--- src/rtl/ads1292_spi_responder.sv ---
// rtl/ads1292_spi_responder.sv - ADS1292-side SPI responder (mode 1) with command decoder, register file and DRDY/frame model
// All SPI pins are oversampled in i_CLK; i_CLK must run at least 8x SCLK.
module ads1292_spi_responder #(
  parameter logic [7:0] ID_VALUE    = 8'h53,
  parameter int         NUM_REGS    = 12,
  parameter int         SYNC_STAGES = 2
) (
  input  logic        i_CLK,
  input  logic        i_RSTN,
  input  logic        i_SCLK,
  input  logic        i_CSN,
  input  logic        i_MOSI,
  output logic        o_MISO,
  output logic        o_MISO_OE,
  output logic        o_DRDY,
  input  logic        i_RESET_PIN,
  input  logic        i_START_PIN,
  input  logic        i_SAMPLE_VALID,
  input  logic [23:0] i_CH1,
  input  logic [23:0] i_CH2,
  output logic        o_RUNNING,
  output logic        o_RDATAC,
  output logic        o_OVERRUN
);

  typedef enum logic [2:0] {IDLE, CMD, RREG_N, RREG_DATA, WREG_N, WREG_DATA, DATA_OUT} state_t;

  // Synchronizer lane order {start, reset_n, mosi, csn, sclk}, reset to the pins' idle levels.
  localparam logic [4:0] SYNC_RST = 5'b01010;

  logic [4:0] sync_q [SYNC_STAGES];
  logic       sclk_prev_q, csn_prev_q;
  logic       sclk_s, csn_s, mosi_s, rstpin_s, start_s;
  logic       sclk_rise, sclk_fall, csn_fall, csn_rise;

  always_ff @(posedge i_CLK or negedge i_RSTN) begin
    if (!i_RSTN) begin
      for (int i = 0; i < SYNC_STAGES; i++) sync_q[i] <= SYNC_RST;
      sclk_prev_q <= 1'b0;
      csn_prev_q  <= 1'b1;
    end else begin
      sync_q[0] <= {i_START_PIN, i_RESET_PIN, i_MOSI, i_CSN, i_SCLK};
      for (int i = 1; i < SYNC_STAGES; i++) sync_q[i] <= sync_q[i-1];
      sclk_prev_q <= sclk_s;
      csn_prev_q  <= csn_s;
    end
  end

  assign {start_s, rstpin_s, mosi_s, csn_s, sclk_s} = sync_q[SYNC_STAGES-1];
  assign sclk_rise = sclk_s & ~sclk_prev_q;
  assign sclk_fall = ~sclk_s & sclk_prev_q;
  assign csn_fall  = ~csn_s & csn_prev_q;
  assign csn_rise  = csn_s & ~csn_prev_q;

  state_t      state_q, state_d;
  logic [2:0]  bit_cnt_q, bit_cnt_d;
  logic [7:0]  rx_q, rx_d;
  logic [71:0] tx_q, tx_d;
  logic        miso_q, miso_d;
  logic [4:0]  addr_q, addr_d, addr_inc;
  logic [7:0]  cnt_q, cnt_d;
  logic [7:0]  regs_q [NUM_REGS];
  logic [7:0]  regs_d [NUM_REGS];
  logic        rdatac_q, rdatac_d;
  logic        run_q, run_d;
  logic        drdy_q, drdy_d;
  logic        first_q, first_d;
  logic        latch_q, latch_d;
  logic        overrun_q, overrun_d;
  logic [47:0] frame_q, frame_d;
  logic [71:0] frame_word;
  logic [7:0]  rx_byte, rd_cur, rd_next;
  logic        byte_done, cmd_reset;

  assign frame_word = {4'hC, 20'h0, frame_q};
  // Address counter saturates at 0x1F rather than wrapping to 0x00.
  assign addr_inc   = (addr_q == 5'h1F) ? addr_q : addr_q + 5'd1;

  always_comb begin
    rd_cur  = 8'h00;
    rd_next = 8'h00;
    for (int i = 0; i < NUM_REGS; i++) begin
      if (addr_q == 5'(i))   rd_cur  = regs_q[i];
      if (addr_inc == 5'(i)) rd_next = regs_q[i];
    end
  end

  always_comb begin
    state_d   = state_q;
    bit_cnt_d = bit_cnt_q;
    rx_d      = rx_q;
    tx_d      = tx_q;
    miso_d    = miso_q;
    addr_d    = addr_q;
    cnt_d     = cnt_q;
    regs_d    = regs_q;
    rdatac_d  = rdatac_q;
    run_d     = run_q;
    drdy_d    = drdy_q;
    first_d   = first_q;
    frame_d   = frame_q;
    latch_d   = 1'b0;
    overrun_d = 1'b0;
    rx_byte   = {rx_q[6:0], mosi_s};
    byte_done = 1'b0;
    cmd_reset = 1'b0;

    if (csn_fall) begin
      bit_cnt_d = 3'd0;
      miso_d    = 1'b0;
      if (rdatac_q && !drdy_q) begin
        tx_d    = frame_word;
        state_d = DATA_OUT;
        first_d = 1'b1;
      end else begin
        tx_d    = '0;
        state_d = CMD;
      end
    end else if (csn_rise) begin
      state_d   = IDLE;
      bit_cnt_d = 3'd0;
      miso_d    = 1'b0;
      first_d   = 1'b0;
    end else if (state_q != IDLE) begin
      if (sclk_rise) begin
        miso_d = tx_q[71];
        tx_d   = {tx_q[70:0], 1'b0};
      end
      if (sclk_fall) begin
        rx_d      = rx_byte;
        bit_cnt_d = bit_cnt_q + 3'd1;
        byte_done = (bit_cnt_q == 3'd7);
        if (first_q) begin
          drdy_d  = 1'b1;
          first_d = 1'b0;
        end
      end
    end

    if (byte_done) begin
      case (state_q)
        CMD: begin
          if (rx_byte == 8'h06)      cmd_reset = 1'b1;
          else if (rx_byte == 8'h08) run_d = 1'b1;
          else if (rx_byte == 8'h0A) run_d = 1'b0;
          else if (rx_byte == 8'h11) rdatac_d = 1'b0;
          else if (rx_byte == 8'h10) rdatac_d = 1'b1;
          else if (!rdatac_q) begin
            if (rx_byte == 8'h12) begin
              tx_d    = frame_word;
              state_d = DATA_OUT;
              first_d = 1'b1;
            end else if (rx_byte[7:5] == 3'b001) begin
              addr_d  = rx_byte[4:0];
              state_d = RREG_N;
            end else if (rx_byte[7:5] == 3'b010) begin
              addr_d  = rx_byte[4:0];
              state_d = WREG_N;
            end
          end
        end
        RREG_N: begin
          cnt_d   = rx_byte;
          tx_d    = {rd_cur, 64'h0};
          state_d = RREG_DATA;
        end
        RREG_DATA: begin
          if (cnt_q == 8'd0) begin
            state_d = CMD;
          end else begin
            addr_d = addr_inc;
            cnt_d  = cnt_q - 8'd1;
            tx_d   = {rd_next, 64'h0};
          end
        end
        WREG_N: begin
          cnt_d   = rx_byte;
          state_d = WREG_DATA;
        end
        WREG_DATA: begin
          for (int i = 1; i < NUM_REGS; i++) begin
            if (addr_q == 5'(i)) regs_d[i] = rx_byte;
          end
          if (cnt_q == 8'd0) begin
            state_d = CMD;
          end else begin
            addr_d = addr_inc;
            cnt_d  = cnt_q - 8'd1;
          end
        end
        DATA_OUT: if (rx_byte == 8'h11) rdatac_d = 1'b0;
        default: ;
      endcase
    end

    if (cmd_reset) begin
      regs_d[0] = ID_VALUE;
      for (int i = 1; i < NUM_REGS; i++) regs_d[i] = 8'h00;
      rdatac_d = 1'b1;
      run_d    = 1'b0;
      drdy_d   = 1'b1;
    end

    // A fresh sample outranks a readout clearing DRDY in the same cycle.
    if (i_SAMPLE_VALID && o_RUNNING) begin
      frame_d   = {i_CH1, i_CH2};
      latch_d   = 1'b1;
      overrun_d = ~drdy_q;
    end
    if (latch_q) drdy_d = 1'b0;

    if (!rstpin_s) begin
      state_d   = IDLE;
      bit_cnt_d = 3'd0;
      rx_d      = 8'h00;
      tx_d      = '0;
      miso_d    = 1'b0;
      addr_d    = 5'd0;
      cnt_d     = 8'd0;
      regs_d[0] = ID_VALUE;
      for (int i = 1; i < NUM_REGS; i++) regs_d[i] = 8'h00;
      rdatac_d  = 1'b1;
      run_d     = 1'b0;
      drdy_d    = 1'b1;
      first_d   = 1'b0;
      latch_d   = 1'b0;
      overrun_d = 1'b0;
      frame_d   = '0;
    end
  end

  always_ff @(posedge i_CLK or negedge i_RSTN) begin
    if (!i_RSTN) begin
      state_q   <= IDLE;
      bit_cnt_q <= 3'd0;
      rx_q      <= 8'h00;
      tx_q      <= '0;
      miso_q    <= 1'b0;
      addr_q    <= 5'd0;
      cnt_q     <= 8'd0;
      regs_q[0] <= ID_VALUE;
      for (int i = 1; i < NUM_REGS; i++) regs_q[i] <= 8'h00;
      rdatac_q  <= 1'b1;
      run_q     <= 1'b0;
      drdy_q    <= 1'b1;
      first_q   <= 1'b0;
      latch_q   <= 1'b0;
      overrun_q <= 1'b0;
      frame_q   <= '0;
    end else begin
      state_q   <= state_d;
      bit_cnt_q <= bit_cnt_d;
      rx_q      <= rx_d;
      tx_q      <= tx_d;
      miso_q    <= miso_d;
      addr_q    <= addr_d;
      cnt_q     <= cnt_d;
      regs_q    <= regs_d;
      rdatac_q  <= rdatac_d;
      run_q     <= run_d;
      drdy_q    <= drdy_d;
      first_q   <= first_d;
      latch_q   <= latch_d;
      overrun_q <= overrun_d;
      frame_q   <= frame_d;
    end
  end

  assign o_MISO    = miso_q;
  assign o_MISO_OE = ~csn_s & rstpin_s;
  assign o_DRDY    = drdy_q;
  assign o_RUNNING = start_s | run_q;
  assign o_RDATAC  = rdatac_q;
  assign o_OVERRUN = overrun_q;

endmodule

--- config.mk ---
export PLATFORM = sky130hd
export DESIGN_NAME = ads1292_spi_responder
export DESIGN_NICKNAME = d
export VERILOG_FILES = /design/src/rtl/ads1292_spi_responder.sv
export SDC_FILE = /design/constraint.sdc
export NUM_CORES = 1
export LEC_CHECK = 0
export ABC_AREA = 1
export BUFFER_PORTS_ARGS = -buffer_cell sky130_fd_sc_hd__buf_2
export CAP_MARGIN = 20
export CORE_ASPECT_RATIO = 1.5
export CORE_MARGIN = 8
export CORE_UTILIZATION = 50
export DETAILED_ROUTE_END_ITERATION = 6
export GPL_ROUTABILITY_DRIVEN = 0
export PLACE_DENSITY = 0.7
export RECOVER_POWER = 25
export SLEW_MARGIN = 30
export SYNTH_ARGS = -nofsm -noshare
export SYNTH_HDL_FRONTEND = slang
export SYNTH_SLANG_ARGS = --single-unit
export TNS_END_PERCENT = 100
--- constraint.sdc ---
create_clock -name i_CLK -period 2.6 [get_ports i_CLK]
set_clock_uncertainty 0.2 [all_clocks]
set_input_delay 0.39 -clock i_CLK [delete_from_list [all_inputs] [get_ports i_CLK]]
set_output_delay 0.39 -clock i_CLK [all_outputs]
set_load 0.005 [all_outputs]
==> results of run 1 <==
flip-flops by register name, indices dropped and copies added, names as in the netlist, 3 cells and up:
register	cells
bit_cnt_q	3
addr_q	5
frame_q	48
state_q	3
tx_q	72
cnt_q	8
rx_q	7
sync_q	5
regs_q	89
metal layers:
metal | vias up | GRT usage | routed length [um]
met5 | - | 0 | 0
met4 | 0 | 0.140 | 2730
met3 | 193 | 0.0335 | 2280
met2 | 553 | 0.437 | 22100
met1 | 6430 | 0.277 | 15600
li1 | 6349 | - | -
cell usage after synthesis, types with 19 or more instances:
library cell | count | area, sq um
sky130_fd_sc_hd__nor2_2 | 19 | 119
sky130_fd_sc_hd__dfrtp_1 | 246 | 6160
sky130_fd_sc_hd__a21oi_1 | 39 | 195
sky130_fd_sc_hd__nand2_1 | 514 | 1930
sky130_fd_sc_hd__clkbuf_1 | 61 | 229
sky130_fd_sc_hd__o21ai_1 | 86 | 430
sky130_fd_sc_hd__inv_1 | 245 | 920
sky130_fd_sc_hd__nand3_1 | 71 | 355
sky130_fd_sc_hd__o32ai_1 | 47 | 412
sky130_fd_sc_hd__o21ai_0 | 157 | 786
sky130_fd_sc_hd__nor2_1 | 109 | 409
sky130_fd_sc_hd__a32oi_1 | 44 | 385
cell usage in the layout, fill, tap and decap left out, types with 17 or more instances in the layout:
master	count
sky130_fd_sc_hd__clkbuf_16	28
sky130_fd_sc_hd__buf_6	17
sky130_fd_sc_hd__inv_2	22
sky130_fd_sc_hd__dfrtp_1	243
sky130_fd_sc_hd__dlygate4sd3_1	55
sky130_fd_sc_hd__buf_4	106
sky130_fd_sc_hd__nand2_2	28
sky130_fd_sc_hd__nand3_1	64
sky130_fd_sc_hd__o32ai_1	43
sky130_fd_sc_hd__nor2_1	96
sky130_fd_sc_hd__o21ai_0	147
sky130_fd_sc_hd__a21oi_1	32
sky130_fd_sc_hd__o21ai_1	88
sky130_fd_sc_hd__nand2_1	480
sky130_fd_sc_hd__buf_2	60
sky130_fd_sc_hd__inv_1	229
sky130_fd_sc_hd__a32oi_1	44
sky130_fd_sc_hd__nor2_4	21
what timing repair did:
item / in CTS / in global routing
resized for setup: 13 / 177
setup endpoints to repair: 42 / 170
hold buffers: 55 / 0
endpoints found under the hold margin: 105 / 0
pin swaps: 1 / 60
gates cloned: 2 / 9
buffers inserted: 1 / 26
cell type report:
| cell class | count | share of cell area |
|---|---|---|
| inverter | 260 | 0.0567 |
| clock buffer | 37 | 0.0426 |
| multi-input combinational | 1217 | 0.380 |
| tap | 342 | 0.0243 |
| clock inverter | 8 | 0.00837 |
| sequential | 254 | 0.361 |
| timing repair buffer | 258 | 0.127 |
worst min path at each step:
| stage | from | end | cells past startpoint |
|---|---|---|---|
| after floorplan | i_RSTN | addr_q[0] | 0 |
| after global placement | sync_q[9] | start_s | 0 |
| after detailed placement | sync_q[9] | start_s | 0 |
| after CTS | sync_q[9] | start_s | 0 |
| after global routing | sync_q[8] | rstpin_s | 0 |
| final | sync_q[9] | start_s | 0 |
power by group through the flow:
stage	Clock [mW]	Sequential, mW	Combinational, mW
3_5_place_dp	0	4.20	1.12
2_1_floorplan	0	4.18	0.649
5_1_grt	4.18	4.14	1.59
4_1_cts	4.03	4.13	1.21
6_report	3.97	4.13	1.46
3_3_place_gp	0	4.19	1.11
kinds of logic after synthesis:
group / synth area share
compound gates: 0.186
fa+ha+maj: 0.00907
buf+inv: 0.102
flops: 0.461
simple gates: 0.242
stage by stage:
stage               hold slack [ns]  power (mW)  instances
finish                        0.151        9.56       2376
global route                  0.161        9.90       2376
CTS                           0.146        9.37       2341
detailed placement            0.135        5.32       2238
global placement              0.132        5.30       2238
floorplan                    -0.106        4.83       1809
==> out/results.tsv, run 1 <==
stage	metric	value	unit
setup_path	Most common cell on crit path	sky130_fd_sc_hd__nand2_1	
placement	Post-Place Worst Slack	-0.0643	ns
placement	number of buffers added on ports	61	
sta	measured slew at the worst slew-check pin	0.768	ns
synthesis	Synth Register Bits	254	
cells_and_area	Final Instance Area	17600	sq um
cells_and_area	number of nets in the final layout	2082	
setup_path	cell count of the worst reg-to-reg path	22	
synthesis	number of enable-type register cells in the synthesized netlist	0	
power	internal power consumption	7.02	mW
sta	Final setup viols	4	
clock_tree	CTS H-Tree Depth	1	
power	static power due to leakage	7.99	nW
global_routing	first-pass GRT wire length	66.4	mm
synthesis	unique cell type count in the Yosys netlist	44	
power	Peak supply drop	611	uV
cells_and_area	number of fillers in the final layout	2285	
cells_and_area	Area growth syn-to-layout	27.8	%
floorplan	die height	219	um
cells_and_area	final standard cell utilization of the core	0.648	
setup_path	WP buf/inv	4	
sta	final worst-path setup slack	-0.0166	ns
setup_path	launching element of the worst setup path	addr_q[1]	
setup_path	CP Cell Sequence	buf_6, ha_1, nand2_2, nor2_2, buf_6, buf_4, nand2_1, nand2_1, inv_1, nand2_2, nand2_1, nand2_1, nand2_1, nand2_1, nand2_1, nand2_1, nand2_1, nand2_1, nand2_1, nand2_1, a21oi_2, a21oi_2	
clock_tree	clock transition time at the flip-flop clock pins of the worst setup and hold paths	0.06	ns
setup_path	critical path start-end classification	register to register	
sta	count of pins over their slew limit	0	
cells_and_area	area taken by multi-input logic gates	6700	sq um
power	Reg power frac	0.432	
run	Max Cap Viol	0	
route	DR vias/cell	5.69	
setup_path	end of the worst register-to-register path	tx_q[70]	
setup_path	highest cell delay on the worst timing path	0.44	ns
sta	fin crit share	1.01	
setup_path	gate family responsible for the most delay along the worst path	simple AND/OR/NAND/NOR gates	
synthesis	post-synth design cell area	13800	sq um
clock_tree	clk sinks	254	
floorplan	area of the die	33300	sq um
setup_path	Worst Path Required	2.82	ns
setup_path	last element of the critical path	tx_q[70]	
floorplan	number of rows in the core area	74	
setup_path	cell type of the slowest stage on the worst timing path	sky130_fd_sc_hd__dfrtp_2	
synthesis	total of warnings raised by yosys	0	
clock_tree	clock insertion delay at the later pin of the skew report	0.54	ns
run_status	run status	finished, violations left	
clock_tree	Root Buffer	sky130_fd_sc_hd__clkbuf_16	
route	routed wire length per instance	18.0	um
setup_path	kind of end point of the critical path	register	
sta	hold violation total from the final report	0	
route	wirelength, routed	42.8	mm
synthesis	average footprint of a synthesized cell	7.63	sq um
floorplan	area of the placeable core	27200	sq um
route	drt first pass iters	5	
setup_path	critical path startpoint category	register	
min_path	Worst Hold Class	register to register	
route	total number of vias	13500	
setup_path	biggest fanout along the worst timing path	7	
cells_and_area	total area of sequential cells	6370	sq um
clock_tree	CTS Buffer Depth	3	
sta	post-layout min period	2.62	ns
global_routing	antenna violations before repair	0	
setup_path	data arrival at the endpoint of the critical path	2.84	ns
global_routing	global-route usage over all layers	0.247	
placement	Final HPWL DP	27.3	mm
clock_tree	TritonCTS clock tree	yes	
floorplan	Die Wd	152	um
clock_tree	total CTS buffers	25	
route	Antenna Nets Post-Route	0	
sta	maximum clock rate	382	MHz
cells_and_area	fraction of final layout cells with drive strength greater than 1	0.214	
global_routing	maximum number of pins on one net before global-route repair	72	
sta	setup TNS after final layout	-0.0377	ns
floorplan	Starting Density	0.507	
setup_path	worst flop-to-flop path startpoint	addr_q[1]	
power	share of total power consumed by net switching	0.266	
placement	total placed instance area	15100	sq um
route	DRC violation count after routing	0	
synthesis	number of nets produced by synthesis	1875	
synthesis	sequential area share after synthesis	0.461	
global_routing	vias in the first global route	13300	
power	logic gate share of total power	0.153	
floorplan	I/O pin cnt	62	
power	clock share of power	0.415	
sta	unrepaired setup endpoints after global routing	true	
synthesis	proportion of register bits with asynchronous set or reset after synthesis	1.00	
synthesis	most used flip-flop cell after synthesis	sky130_fd_sc_hd__dfrtp_1	
setup_path	total stage count of the critical path	22	
cells_and_area	final antenna diode count	0	
run_status	violations in the final reports	negative setup slack	
global_routing	global-route congestion overflow total	0	
sta	Max transition margin	0.487	
setup_path	Register-to-Register Setup Slack	-0.02	ns
power	Switch Pwr	2.54	mW
synthesis	Synth Instances	1809	
power	pwr dens	542	nW/um^2
route	iteration-0 DRC count of the detailed router	1050	
No activity file was read; power rests on OpenSTA's default activity.
==> run 2, diff against run 1 <==
ABC_CLOCK_PERIOD_IN_PS = 2600   (was not set)
BUFFER_PORTS_ARGS = not set   (was -buffer_cell sky130_fd_sc_hd__buf_2)
CAP_MARGIN = not set   (was 20)
DONT_BUFFER_PORTS = 1   (was not set)
PLACE_DENSITY = 0.68   (was 0.7)
==> run 2 against run 1 <==
Against the previous run:
- first-iteration DRC count fell by 12%
- the run ends with negative hold slack left
- via count fell by 3.7%
- die area unchanged
- critical path depth is 6 lower
- sequential power hardly changed
==> out/results.tsv, run 2 (synthesized netlist as in run 1, its figures left out) <==
stage	metric	value	unit
run_status	run status	finished, violations left	
run_status	violations in the final reports	negative hold slack	
global_routing	global-route congestion overflow total	0	
clock_tree	CTS Buffer Depth	3	
floorplan	area of the die	33300	sq um
clock_tree	CTS H-Tree Depth	1	
floorplan	Die Wd	152	um
global_routing	met1 Track Usage GR	0.267	
global_routing	global-route usage over all layers	0.240	
sta	worst slack on hold paths	-0.653	ns
sta	Max transition margin	0.452	
global_routing	antenna violations before repair	0	
floorplan	I/O pin cnt	62	
sta	maximum clock rate	390	MHz
route	routed wire length per instance	18.0	um
cells_and_area	total area of sequential cells	6370	sq um
cells_and_area	final antenna diode count	0	
route	DR vias/cell	5.68	
floorplan	die height	219	um
clock_tree	TritonCTS clock tree	yes	
clock_tree	clock insertion delay at the later pin of the skew report	0.55	ns
route	iteration-0 DRC count of the detailed router	925	
min_path	Worst Hold Class	input port to asynchronous set/reset pin	
route	DRC violation count after routing	0	
cells_and_area	commonest cells after routing, fill and taps aside	sky130_fd_sc_hd__nand2_1 (499), sky130_fd_sc_hd__dfrtp_1 (244), sky130_fd_sc_hd__inv_1 (233)	
setup_path	biggest fanout along the worst timing path	6	
route	Antenna Nets Post-Route	0	
clock_tree	clock transition time at the flip-flop clock pins of the worst setup and hold paths	0.06	ns
floorplan	Starting Density	0.507	
sta	count of pins over their slew limit	0	
sta	unrepaired setup endpoints after global routing	true	
setup_path	critical path start-end classification	register to register	
setup_path	CP Cell Sequence	ha_4, nand3_1, nand2_2, nor2_4, nand2_2, nor2_4, inv_2, or2_0, nand2_2, nand4_1, nand2_1, nand3_1, nand2_1, nand2_1, nand2_1, a21oi_2	
cells_and_area	number of nets in the final layout	1997	
run	Max Cap Viol	0	
route	drt first pass iters	6	
placement	Final HPWL DP	26.7	mm
global_routing	maximum number of pins on one net before global-route repair	255	
global_routing	met3 track demand over resource	0.0263	
clock_tree	Root Buffer	sky130_fd_sc_hd__clkbuf_16	
sta	measured slew at the worst slew-check pin	0.820	ns
cells_and_area	flip-flop count of the largest register, all copies and words added	89	
global_routing	grt peak-use layer	met2	
cells_and_area	fraction of final layout cells with drive strength greater than 1	0.158	
setup_path	critical path startpoint category	register	
clock_tree	clk sinks	254	
cells_and_area	area taken by multi-input logic gates	6380	sq um
route	total number of vias	13000	
cells_and_area	Area growth syn-to-layout	20.6	%
clock_tree	total CTS buffers	26	
sta	setup TNS after final layout	0	ns
setup_path	Most common cell on crit path	sky130_fd_sc_hd__nand2_1	
cells_and_area	leading cell type in the layout, fill and taps excluded	sky130_fd_sc_hd__nand2_1	
floorplan	number of rows in the core area	74	
power	static power due to leakage	7.52	nW
setup_path	gate family responsible for the most delay along the worst path	simple AND/OR/NAND/NOR gates	
global_routing	vias in the first global route	12700	
cells_and_area	final standard cell utilization of the core	0.611	
cells_and_area	leading registers by flop count	regs_q: 89 flops, tx_q: 72 flops, frame_q: 48 flops	
setup_path	Worst Path Required	2.82	ns
sta	post-layout min period	2.56	ns
setup_path	WP buf/inv	1	
sta	fin crit share	0.987	
clock_tree	hold buffer count at cts	54	
global_routing	GR met2 Demand/Resource	0.427	
global_routing	first-pass GRT wire length	64.0	mm
power	pwr dens	554	nW/um^2
setup_path	kind of end point of the critical path	register	
sta	hold violation total from the final report	254	
setup_path	data arrival at the endpoint of the critical path	2.79	ns
route	wirelength, routed	41.3	mm
floorplan	area of the placeable core	27200	sq um
cells_and_area	Top reg by flops	regs_q	
setup_path	cell type of the slowest stage on the worst timing path	sky130_fd_sc_hd__dfrtp_2	
setup_path	highest cell delay on the worst timing path	0.45	ns
power	Peak supply drop	628	uV
sta	Final setup viols	0	
placement	number of buffers added on ports	0	
cells_and_area	number of fillers in the final layout	2426	
==> run 2: cell types whose count changed in the layout (fill, tap and decap cells not counted), moves of 6 or more <==
cell	delta
sky130_fd_sc_hd__nor2_2	+6
sky130_fd_sc_hd__nor3_4	-6
sky130_fd_sc_hd__nand2_2	-12
sky130_fd_sc_hd__buf_6	-12
sky130_fd_sc_hd__buf_12	-8
sky130_fd_sc_hd__nand2_1	+19
sky130_fd_sc_hd__o21ai_0	+8
sky130_fd_sc_hd__clkinv_2	+6
sky130_fd_sc_hd__nand2_4	-6
sky130_fd_sc_hd__buf_2	-60
==> run 2: path summary, 6_finish.rpt <==
| check | from | endpoint | slack [ns] | depth (start not counted) |
|---|---|---|---|---|
| worst max-delay path | addr_q[0] | tx_q[67] | 0.04 | 16 |
| worst min-delay path | i_RSTN | regs_q[87] | -0.65 | 0 |
| worst max register to register | addr_q[0] | tx_q[67] | 0.04 | 16 |
| worst min register to register | sync_q[9] | start_s | 0.15 | 0 |
| max in group asynchronous | i_RSTN | regs_q[37] | 2.31 | 0 |
| min in group i_CLK | sync_q[9] | start_s | 0.15 | 0 |
==> run 2: where the power goes <==
part,switching [mW],internal [mW]
Sequential,0.0712,4.06
Combinational,0.719,0.446
Clock,1.63,2.29
Total,2.42,6.80
==> run 2: metrics by stage <==
step	setup slack, ns	cell area (sq um)	hold slack (ns)	total power [mW]	std cells
after floorplan	0.00730	13800	-0.106	4.83	1809
after global placement	0.00485	14600	-0.0879	5.14	2163
after detailed placement	-0.0242	14600	-0.0913	5.16	2163
after CTS	0.00639	16100	-0.681	9.16	2265
after global routing	-0.110	16600	-0.672	9.55	2293
final	0.0351	16600	-0.653	9.21	2293
==> run 2: layout make-up <==
class,count,share of cell area
clock buffers,34,0.0440
clock inverters,14,0.00947
inverters,260,0.0596
multi-input cells,1218,0.384
flip-flops and latches,254,0.383
well taps,342,0.0257
repair buffers,171,0.0948
==> run 2: metal layers <==
layer,wire length [um],vias up,share of wire
li1,-,6181,-
met1,15200,6169,0.37
met5,0,-,0
met4,2730,0,0.066
met2,21300,503,0.52
met3,2010,172,0.049
==> run 2: what timing repair did <==
action	in CTS	in global routing
gates resized for setup	6	89
setup buffers	0	16
endpoints found under the hold margin	308	254
endpoints found under the setup margin	8	163
cloned	0	12
pin swaps	1	26
==> run 3, diff against run 2 <==
ABC_AREA = not set   (was 1)
RECOVER_POWER = 100   (was 25)
SLEW_MARGIN = 40   (was 30)
==> run 3 against run 2 <==
Against the previous run:
- the flow finishes with violations (negative hold slack, negative setup slack)
- global-route usage is 5.2 points higher
- synthesized cell count is 13% lower
- first-iteration DRC count is 76% higher
- routed wire length is 21% higher
- clock power hardly changed
- core utilization is 3.8 points higher
- setup slack worse by 0.29 ns
==> out/results.tsv, run 3 <==
stage	metric	value	unit
synthesis	area fraction of the dominant cell type after synthesis	0.443	
route	routed wire length per instance	23.8	um
route	total number of vias	13500	
sta	worst slack on hold paths	-0.662	ns
setup_path	biggest fanout along the worst timing path	6	
global_routing	global-route congestion overflow total	0	
floorplan	Die Wd	152	um
clock_tree	CTS Buffer Depth	3	
sta	post-layout min period	2.85	ns
floorplan	Starting Density	0.502	
synthesis	Synth Register Bits	254	
global_routing	antenna violations before repair	0	
clock_tree	TritonCTS clock tree	yes	
route	DR vias/cell	6.42	
min_path	Worst Hold Class	input port to asynchronous set/reset pin	
cells_and_area	leading registers by flop count	regs_q: 89 flops, tx_q: 72 flops, frame_q: 48 flops	
setup_path	Worst Path Required	2.87	ns
cells_and_area	final antenna diode count	0	
route	iteration-0 DRC count of the detailed router	1628	
route	DRC violation count after routing	0	
cells_and_area	number of nets in the final layout	1807	
clock_tree	total CTS buffers	25	
synthesis	most frequent cell after synthesis	sky130_fd_sc_hd__nand2_1	
synthesis	post-synth design cell area	13900	sq um
sta	unrepaired setup endpoints after global routing	true	
cells_and_area	total area of sequential cells	6370	sq um
synthesis	number of nets produced by synthesis	1648	
setup_path	WP buf/inv	4	
placement	Final HPWL DP	31.9	mm
cells_and_area	commonest cells after routing, fill and taps aside	sky130_fd_sc_hd__nand2_1 (267), sky130_fd_sc_hd__dfrtp_1 (244), sky130_fd_sc_hd__buf_4 (171)	
synthesis	leading cell types by count after synthesis	sky130_fd_sc_hd__nand2_1 (270), sky130_fd_sc_hd__dfrtp_1 (246), sky130_fd_sc_hd__o21ai_0 (197)	
global_routing	first-pass GRT wire length	76.5	mm
power	pwr dens	470	nW/um^2
cells_and_area	Final Instance Area	18000	sq um
synthesis	cell type with the largest total area after synthesis	sky130_fd_sc_hd__dfrtp_1	
sta	hold violation total from the final report	254	
synthesis	sequential area share after synthesis	0.458	
run	Max Cap Viol	0	
route	drt first pass iters	7	
placement	total placed instance area	15500	sq um
setup_path	data arrival at the endpoint of the critical path	3.12	ns
clock_tree	CTS H-Tree Depth	1	
setup_path	gate family responsible for the most delay along the worst path	compound AO/OA/AOI/OAI gates	
floorplan	number of rows in the core area	75	
cells_and_area	Area growth syn-to-layout	29.3	%
sta	final worst-path setup slack	-0.252	ns
setup_path	critical path start-end classification	register to register	
cells_and_area	Top reg by flops	regs_q	
setup_path	cell type of the slowest stage on the worst timing path	sky130_fd_sc_hd__dfrtp_2	
synthesis	post-synthesis share of cell area spent on and, or, nand and nor gates	0.205	
run_status	violations in the final reports	negative hold slack, negative setup slack	
synthesis	number of enable-type register cells in the synthesized netlist	0	
setup_path	kind of end point of the critical path	register	
cells_and_area	fraction of final layout cells with drive strength greater than 1	0.234	
sta	maximum clock rate	351	MHz
synthesis	largest cells by area after synthesis	sky130_fd_sc_hd__dfrtp_1 (44%), sky130_fd_sc_hd__nand2_1 (7.3%), sky130_fd_sc_hd__o21ai_0 (7.1%), sky130_fd_sc_hd__nand3_1 (4.5%), sky130_fd_sc_hd__mux2i_1 (3.9%)	
synthesis	mux cell area share after synthesis	0.0413	
cells_and_area	area taken by multi-input logic gates	7530	sq um
setup_path	CP Cell Sequence	buf_8, clkinv_8, ha_4, inv_4, mux2i_4, buf_6, mux2_4, o32ai_4, a31oi_1, o31a_1, o21ai_1	
floorplan	die height	220	um
synthesis	proportion of register bits with asynchronous set or reset after synthesis	1.00	
run_status	run status	finished, violations left	
synthesis	largest family of logic cells by synthesized area	compound AO/OA/AOI/OAI gates	
placement	number of buffers added on ports	0	
synthesis	Synth Instances	1582	
sta	measured slew at the worst slew-check pin	1.15	ns
sta	Final setup viols	165	
clock_tree	clk sinks	254	
synthesis	total of warnings raised by yosys	0	
route	wirelength, routed	50.1	mm
cells_and_area	leading cell type in the layout, fill and taps excluded	sky130_fd_sc_hd__nand2_1	
power	static power due to leakage	7.34	nW
power	Peak supply drop	509	uV
synthesis	most used flip-flop cell after synthesis	sky130_fd_sc_hd__dfrtp_1	
sta	Max transition margin	0.235	
placement	Post-Place Worst Slack	-0.423	ns
sta	fin crit share	1.10	
route	Antenna Nets Post-Route	0	
cells_and_area	number of fillers in the final layout	2138	
synthesis	arithmetic-cell share of the synthesized area counting full adders, half adders and majority gates	0.00900	
floorplan	I/O pin cnt	62	
floorplan	area of the placeable core	27700	sq um
synthesis	Synth Area in Compound Gates	0.229	
setup_path	critical path startpoint category	register	
synthesis	unique cell type count in the Yosys netlist	80	
global_routing	maximum number of pins on one net before global-route repair	255	
synthesis	xor-xnor portion of the synthesized cell area	0.00252	
cells_and_area	flip-flop count of the largest register, all copies and words added	89	
floorplan	area of the die	33500	sq um
clock_tree	clock insertion delay at the later pin of the skew report	0.55	ns
synthesis	average footprint of a synthesized cell	8.78	sq um
cells_and_area	non-filler cells, final	2106	
global_routing	global-route usage over all layers	0.292	
clock_tree	Root Buffer	sky130_fd_sc_hd__clkbuf_16	
setup_path	highest cell delay on the worst timing path	0.40	ns
sta	count of pins over their slew limit	0	
placement	Cells after DPL	1973	
global_routing	vias in the first global route	13200	
clock_tree	clock transition time at the flip-flop clock pins of the worst setup and hold paths	0.07	ns
clock_tree	hold buffer count at cts	53	
[run 3: metrics by stage]
stage          setup TNS [ns]  utilization  power [mW]
4_1_cts                -28.11        0.626        8.48
3_5_place_dp           -38.88        0.559        4.52
2_1_floorplan          -35.08            -        4.40
3_3_place_gp           -32.44        0.559        4.51
5_1_grt                -46.94        0.649        8.69
6_report               -30.20        0.649        8.45
[run 3: final cells by class]
type                    instances  share of cell area
multi-input cells            1159               0.419
repair buffers                276               0.148
well taps                     346              0.0241
clock buffers                  35              0.0391
clock inverters                11             0.00933
flip-flops and latches        254               0.355
inverters                      25             0.00634
[run 3: cells by family (layout without fill, tap and decap cells)]
kind of cell | Yosys count | after routing
compound gates | 489 | 489
simple gates | 599 | 599
mux | 57 | 57
xor+xnor | 4 | 4
buf+inv | 169 | 347
flops | 254 | 254
fa+ha+maj | 10 | 10
[run 3: layer usage]
| layer | up-vias | global-route usage | share of wire |
|---|---|---|---|
| li1 | 6011 | - | - |
| met1 | 6481 | 0.325 | 0.36 |
| met2 | 757 | 0.509 | 0.48 |
| met3 | 279 | 0.0565 | 0.081 |
| met4 | 0 | 0.191 | 0.080 |
| met5 | - | 0 | 0 |
[run 3: report_power, final]
group / internal, mW / switching, mW / total (mW)
Clock: 2.29 / 1.60 / 3.89
Combinational: 0.219 / 0.284 / 0.503
Sequential: 4.01 / 0.0481 / 4.06
Total: 6.52 / 1.93 / 8.45
[run 3: what timing repair did]
| item | CTS | global route |
|---|---|---|
| hold endpoints to repair | 307 | 254 |
| gates resized for setup | 89 | 135 |
| endpoints found under the setup margin | 176 | 174 |
| cloned | 3 | 3 |
| pin swaps | 24 | 29 |
| setup buffers | 14 | 16 |
[run 3: path summary, 6_finish.rpt]
kind                           start     endpoint  slack, ns  cells past startpoint
setup / recovery           addr_q[0]     tx_q[68]      -0.25                     11
hold / removal                i_RSTN  frame_q[12]      -0.66                      0
setup reg to reg           addr_q[0]     tx_q[68]      -0.25                     11
hold reg to reg            sync_q[5]       sclk_s       0.15                      0
max in group asynchronous     i_RSTN   regs_q[35]       2.38                      0
min in group i_CLK         sync_q[5]       sclk_s       0.15                      0
[run 3: worst reg2reg max path: stages, from the launching register on]
cell	delay [ns]
sky130_fd_sc_hd__dfrtp_2	0.40
sky130_fd_sc_hd__buf_8	0.15
sky130_fd_sc_hd__clkinv_8	0.07
sky130_fd_sc_hd__ha_4	0.34
sky130_fd_sc_hd__inv_4	0.06
sky130_fd_sc_hd__mux2i_4	0.25
sky130_fd_sc_hd__buf_6	0.20
sky130_fd_sc_hd__mux2_4	0.32
sky130_fd_sc_hd__o32ai_4	0.22
sky130_fd_sc_hd__a31oi_1	0.14
sky130_fd_sc_hd__o31a_1	0.33
sky130_fd_sc_hd__o21ai_1	0.11
